$ cat config.mk
export PLATFORM = sky130hd
export DESIGN_NAME = fetch_stage
export DESIGN_NICKNAME = d
export VERILOG_FILES = /design/src/rtl/riscv_pkg.sv /design/src/rtl/fetch_fifo.sv /design/src/rtl/fetch_stage.sv
export SDC_FILE = /design/constraint.sdc
export NUM_CORES = 1
export LEC_CHECK = 0
export ABC_AREA = 1
export BUFFER_PORTS_ARGS = -buffer_cell sky130_fd_sc_hd__clkbuf_2
export CAP_MARGIN = 25
export CORE_MARGIN = 8
export CORE_UTILIZATION = 40
export DETAILED_ROUTE_END_ITERATION = 6
export GPL_TIMING_DRIVEN = 0
export PLACE_DENSITY = 0.65
export SETUP_SLACK_MARGIN = 0.2
export SLEW_MARGIN = 20
export SYNTH_ARGS = -nofsm -noshare
export SYNTH_HDL_FRONTEND = slang
export SYNTH_SLANG_ARGS = --single-unit
export TNS_END_PERCENT = 5
$ cat constraint.sdc
create_clock -name clk -period 4.8 [get_ports clk]
set_input_delay 0.48 -clock clk [delete_from_list [all_inputs] [get_ports clk]]
set_output_delay 0.48 -clock clk [all_outputs]
set_load 0.05 [all_outputs]
$ cat src/rtl/riscv_pkg.sv
// Shared types and constants for the RV32 pipeline.
// Fetch-side bundles live here so decode can import them too.
package riscv_pkg;

  localparam int XLEN = 32;
  localparam logic [XLEN-1:0] NOP_INSTR = 32'h0000_0013;
  localparam logic [XLEN-1:0] RESET_PC_DEFAULT = 32'h0000_0000;

  typedef struct packed {
    logic [XLEN-1:0] pc;
    logic [XLEN-1:0] instr;
  } fetch_entry_t;

  typedef struct packed {
    logic            valid;
    logic [XLEN-1:0] pc;
    logic [XLEN-1:0] pc_plus4;
    logic [XLEN-1:0] instr;
  } if_id_t;

  function automatic logic [XLEN-1:0] align_word(
    input logic [XLEN-1:0] a
  );
    return {a[XLEN-1:2], 2'b00};
  endfunction

  function automatic if_id_t to_if_id(input fetch_entry_t e);
    if_id_t r;
    r.valid    = 1'b1;
    r.pc       = e.pc;
    r.pc_plus4 = e.pc + 32'd4;
    r.instr    = e.instr;
    return r;
  endfunction

endpackage

$ cat src/rtl/fetch_fifo.sv
// Prefetch buffer between instruction memory and the IF/ID register.
// Power-of-two depth so the pointers wrap naturally.
module fetch_fifo
  import riscv_pkg::*;
#(
  parameter int DEPTH = 2,
  localparam int AW = $clog2(DEPTH),
  localparam int CW = AW + 1
) (
  input  logic         clk,
  input  logic         rst,
  input  logic         clear,
  input  logic         push,
  input  logic         pop,
  input  fetch_entry_t din,
  output fetch_entry_t head,
  output logic [CW-1:0] count
);

  fetch_entry_t mem [DEPTH];
  logic [AW-1:0] wr_ptr;
  logic [AW-1:0] rd_ptr;

  always_ff @(posedge clk or negedge rst) begin
    if (!rst) begin
      wr_ptr <= '0;
      rd_ptr <= '0;
      count  <= '0;
    end else if (clear) begin
      wr_ptr <= '0;
      rd_ptr <= '0;
      count  <= '0;
    end else begin
      if (push) wr_ptr <= wr_ptr + AW'(1);
      if (pop)  rd_ptr <= rd_ptr + AW'(1);
      count <= count + CW'(push) - CW'(pop);
    end
  end

  always_ff @(posedge clk) begin
    if (push && !clear) mem[wr_ptr] <= din;
  end

  assign head = mem[rd_ptr];

endmodule

$ cat src/rtl/fetch_stage.sv
// Instruction fetch: PC, one-deep imem request, prefetch FIFO
// and the IF/ID register feeding decode.
module fetch_stage
  import riscv_pkg::*;
#(
  parameter logic [XLEN-1:0] RESET_PC = RESET_PC_DEFAULT,
  parameter int FIFO_DEPTH = 2
) (
  input  logic            clk,
  input  logic            rst,
  output logic            imem_req_valid,
  input  logic            imem_req_ready,
  output logic [XLEN-1:0] imem_addr,
  input  logic            imem_resp_valid,
  input  logic [XLEN-1:0] imem_resp_data,
  input  logic            stall_id,
  input  logic            redirect_valid,
  input  logic [XLEN-1:0] redirect_pc,
  output logic            if_id_valid,
  output logic [XLEN-1:0] if_id_instr,
  output logic [XLEN-1:0] if_id_pc,
  output logic [XLEN-1:0] if_id_pc_plus4
);

  localparam int CW = $clog2(FIFO_DEPTH) + 1;

  logic [XLEN-1:0] pc;
  logic [XLEN-1:0] tag_pc;
  logic            outstanding;
  logic            tag;
  logic            epoch;
  logic [CW-1:0]   count;
  fetch_entry_t    head;
  fetch_entry_t    resp_entry;
  if_id_t          if_id;

  logic hs;
  logic resp;
  logic accept;
  logic can_load;
  logic bypass;
  logic push;
  logic pop;

  // Only one request in flight, so occupancy+outstanding is just count.
  assign imem_req_valid = rst & ~outstanding & ~redirect_valid
                        & (count < CW'(FIFO_DEPTH));
  assign imem_addr = align_word(pc);

  assign hs       = imem_req_valid & imem_req_ready;
  assign resp     = imem_resp_valid & outstanding;
  assign accept   = resp & (tag == epoch) & ~redirect_valid;
  assign can_load = ~stall_id & ~redirect_valid;
  assign bypass   = accept & can_load & (count == '0);
  assign push     = accept & ~bypass;
  assign pop      = can_load & (count != '0);

  assign resp_entry = '{pc: tag_pc, instr: imem_resp_data};

  fetch_fifo #(.DEPTH(FIFO_DEPTH)) u_fifo (
    .clk   (clk),
    .rst   (rst),
    .clear (redirect_valid),
    .push  (push),
    .pop   (pop),
    .din   (resp_entry),
    .head  (head),
    .count (count)
  );

  always_ff @(posedge clk or negedge rst) begin
    if (!rst) begin
      pc          <= align_word(RESET_PC);
      outstanding <= 1'b0;
      tag         <= 1'b0;
      epoch       <= 1'b0;
      tag_pc      <= '0;
    end else begin
      if (resp) outstanding <= 1'b0;
      if (hs) begin
        pc          <= pc + 32'd4;
        outstanding <= 1'b1;
        tag         <= epoch;
        tag_pc      <= imem_addr;
      end
      // Retag any in-flight fetch as stale, even across back-to-back redirects.
      if (redirect_valid) begin
        epoch <= ~epoch;
        tag   <= epoch;
        pc    <= align_word(redirect_pc);
      end
    end
  end

  always_ff @(posedge clk or negedge rst) begin
    if (!rst) begin
      if_id <= '{valid: 1'b0, pc: '0, pc_plus4: '0, instr: NOP_INSTR};
    end else if (redirect_valid) begin
      if_id.valid <= 1'b0;
      if_id.instr <= NOP_INSTR;
    end else if (!stall_id) begin
      unique case (1'b1)
        bypass: if_id <= to_if_id(resp_entry);
        pop:    if_id <= to_if_id(head);
        default: begin
          if_id.valid <= 1'b0;
          if_id.instr <= NOP_INSTR;
        end
      endcase
    end
  end

  assign if_id_valid    = if_id.valid;
  assign if_id_instr    = if_id.instr;
  assign if_id_pc       = if_id.pc;
  assign if_id_pc_plus4 = if_id.pc_plus4;

endmodule

==> impl_metrics.yaml <==
status:
  outcome: "finished clean"
drt:
  drtAntennaViolNets: 0
  via_per_inst: 4.95
  initialDrtViolationCount: 541
  drc: 0
  dr.pass1.iters: 5
  routed_wl_um: 34500
  vias: 10000
  wl_per_cell_um: 17.0
synth:
  yosys_warnings: 0
  synthAdderAreaFrac_pct: 0.393
  ys_top_cells_by_area: "dfrtp_1 31%, edfxtp_1 29%, nand2_1 16%"
  synth-xor-area-share_pct: 1.65
  yosysTopAreaCellShare_pct: 30.9
  yosys.area.top_type: "dfrtp_1"
  yosysMostFrequentCell: "nand2_1"
  synthCells: 1367
  synthDistinctLibCells: 38
  syn-mean-instance-area_um2: 9.31
  ys_ff_latch: 284
  yosys.area_share.simple_pct: 25.8
  synth_edf_count: 124
  synth-compound-area-share_pct: 6.26
  yosysSeqAreaShare_pct: 60.8
  synthMuxAreaShare_pct: 0
  ys.flop_type: "dfrtp_1"
  netlist_area_um2: 12700
  synth_commonest_cells: "558 x nand2_1, 157 x dfrtp_1, 124 x edfxtp_1, 82 x nor2_1, 80 x inv_1"
  async_flop_share_pct: 56.3
  synth_top_family_by_area: "simple AND/OR/NAND/NOR gates"
setup_path:
  cp_top_family: "buffers and inverters"
  critPathKind: "in2reg"
  r2r_cells: 10
  reg2reg_from: "u_fifo.count[1]$_DFF_PN0_"
  cp_slowest_cell: "dlygate4sd3_1"
  crit_top_cell: "inv_2"
  r2r_end: "u_fifo.count[1]$_DFF_PN0_"
  cpPeakStageDelay_ps: 530
  cp.buffers_inverters: 7
  crit_chain: "dlygate4sd3_1 > clkbuf_8 > buf_16 > nand4_1 > inv_1 > nand2_1 > inv_2 > nor2_2 > inv_2 > clkbuf_1 > o211ai_1"
  worst_setup_path_end_kind: "flip-flop"
  required_ps: 5190
  rrSetupSlack_ps: 2420
  cp_max_fo: 86
  cp-start-kind: "input port"
  crit_arrival_ps: 3520
clocking:
  clockBufferDepth: 3
  clk_latency_ps: 550
  cts_buffers: 31
  post_cts_resized: 0
  htree_num_levels: 1
  cts_root_buf: "clkbuf_16"
  cts_hold_buffers: 1
  clkTransAtPathRegs_ps: 60
  cts.sinks: 284
  cts_tree: "done"
  post_cts_buffers: 0
floorplanning:
  dieArea_um2: 37800
  core-area_um2: 31500
  pin_count: 200
  die_x_um: 194
  die_y_um: 194
  start_util_pct: 40.4
  rows: 65
min_path:
  hp-start: "imem_resp_valid"
  min_to: "outstanding$_DFFE_PN0P_"
  min_path_cells: 2
  hold_class: "in2reg"
timing:
  holdWs_ps: 131
  rsz0062_at_grt: "false"
  hold_violations: 0
  finalClockSkew_ps: 15.6
  layout_min_cycle_time_ps: 3130
  fin_crit_sh_pct: 65.1
  setup_ws_ps: 1670
  report.final.slew_viol_count: 0
  fmax_mhz: 320
  tightest_slew_ps: 760
  setup-violations-final: 0
  slew_headroom_pct: 49.2
power_and_ir_drop:
  cellLeakagePower_nw: 7.12
  power.total_w: 0.00759
  p_per_area_nw_per_um2: 491
  vdd_drop_max_mv: 0.257
global_route:
  grt_pass1_wl_um: 55100
  grt_max_degree: 87
  grt_pass1_vias: 10000
  grt.overflow.total: 0
  antenna_found_initial: 0
  grt_use_total_pct: 17.9
finish:
  drive_gt1_share_pct: 19.9
  nets: 1677
  diodes: 0
  area_growth_pct: 21.6
placement:
  hpwl_um: 25600
  io_buffers: 191
  place_congestion: 0.878
  preCtsSetupSlack_ps: 1570
job:
  cap_violations: 0
==> through the flow <==
stage                     TNS, ps  std cells  cell area [um2]  utilization [%]
after floorplan                 0       1372            12700                -
after global placement    -170130       1965            14200             45.1
after detailed placement        0       1971            14400             45.7
after CTS                       0       2028            15500             49.1
after global routing            0       2028            15500             49.1
final                           0       2028            15500             49.1
==> report_power, final <==
part / total, W / internal (W) / switching, W / leakage [nW]
registers: 0.00318 / 0.00290 / 0.000276 / 3.20
clock network: 0.00245 / 0.00151 / 0.000936 / 0.529
logic: 0.00196 / 0.000452 / 0.00151 / 3.40
total: 0.00759 / 0.00487 / 0.00272 / 7.12
==> sequential cells by signal (all words and copies together), names as in the netlist <==
| register | cells |
|---|---|
| epoch | 1 |
| if_id_instr | 32 |
| if_id_pc | 30 |
| if_id_pc_plus4 | 30 |
| if_id_valid | 1 |
| outstanding | 1 |
| pc | 30 |
| tag | 1 |
| tag_pc | 30 |
| u_fifo.count | 2 |
| u_fifo.mem | 124 |
| u_fifo.rd_ptr | 1 |
| u_fifo.wr_ptr | 1 |
==> cell type report <==
| class | instances | area, um2 |
|---|---|---|
| clock buffers | 42 | 897 |
| well taps | 402 | 503 |
| flip-flops and latches | 284 | 7730 |
| repair buffers | 198 | 1140 |
| multi-input cells | 939 | 4370 |
| inverters | 87 | 328 |
| plain buffers | 62 | 325 |
| clock inverters | 14 | 173 |
| fillers | 2915 | 16000 |
==> logic make-up (layout without fill, tap and decap cells) <==
family,after synthesis,count (layout)
fa+ha+maj,4,4
flops,284,284
compound gates,124,124
simple gates,781,781
xor+xnor,24,24
other cells,1,6
buf+inv,149,403
==> layout by cell type (no fill, tap or decap), types with 3 or more instances in the layout <==
| cell type | Yosys | layout |
|---|---|---|
| nand2_1 | 558 | 558 |
| clkbuf_2 | 0 | 190 |
| dfrtp_1 | 157 | 157 |
| edfxtp_1 | 124 | 124 |
| nor2_1 | 82 | 80 |
| inv_1 | 80 | 80 |
| nand3_1 | 69 | 69 |
| o21ai_0 | 51 | 51 |
| clkbuf_1 | 35 | 38 |
| clkbuf_16 | 0 | 31 |
| o211ai_1 | 25 | 25 |
| xor2_1 | 20 | 20 |
| o311ai_0 | 17 | 17 |
| nand2_2 | 15 | 15 |
| nand4_1 | 12 | 12 |
| a21oi_1 | 12 | 12 |
| buf_4 | 12 | 12 |
| nor3_1 | 11 | 11 |
| o221ai_1 | 11 | 11 |
| nor2_2 | 11 | 11 |
| nor2_4 | 8 | 10 |
| clkbuf_8 | 0 | 9 |
| nand3b_1 | 8 | 8 |
| buf_2 | 8 | 8 |
| inv_2 | 6 | 6 |
| clkinv_2 | 1 | 6 |
| conb_1 | 1 | 6 |
| buf_16 | 0 | 6 |
| buf_6 | 5 | 5 |
| xnor2_1 | 4 | 4 |
| o21ai_1 | 4 | 4 |
| ha_1 | 4 | 4 |
| bufinv_16 | 0 | 4 |
| nand2_4 | 3 | 3 |
| clkinv_1 | 0 | 3 |
| dfstp_2 | 3 | 3 |
==> routing by layer <==
| metal | GRT usage [%] | vias to the layer above | part of all wire [%] |
|---|---|---|---|
| li1 | - | 4963 | - |
| met2 | 29.0 | 314 | 46 |
| met3 | 3.16 | 40 | 5.8 |
| met1 | 24.9 | 4714 | 46 |
| met4 | 4.19 | 0 | 1.6 |
| met5 | 0 | - | 0 |
==> worst max path at each step <==
stage                   start                           to  cells after the start
2_1_floorplan  redirect_valid   u_fifo.mem[0][0]$_DFFE_PP_                      6
3_3_place_gp   redirect_valid  u_fifo.mem[0][16]$_DFFE_PP_                      8
3_5_place_dp              rst           pc[22]$_DFFE_PN0P_                     10
4_1_cts                   rst           pc[30]$_DFFE_PN0P_                     11
5_1_grt                   rst            pc[3]$_DFFE_PN0P_                     11
6_report                  rst           pc[30]$_DFFE_PN0P_                     11
Note: power is estimated with default switching activity, not from simulation.
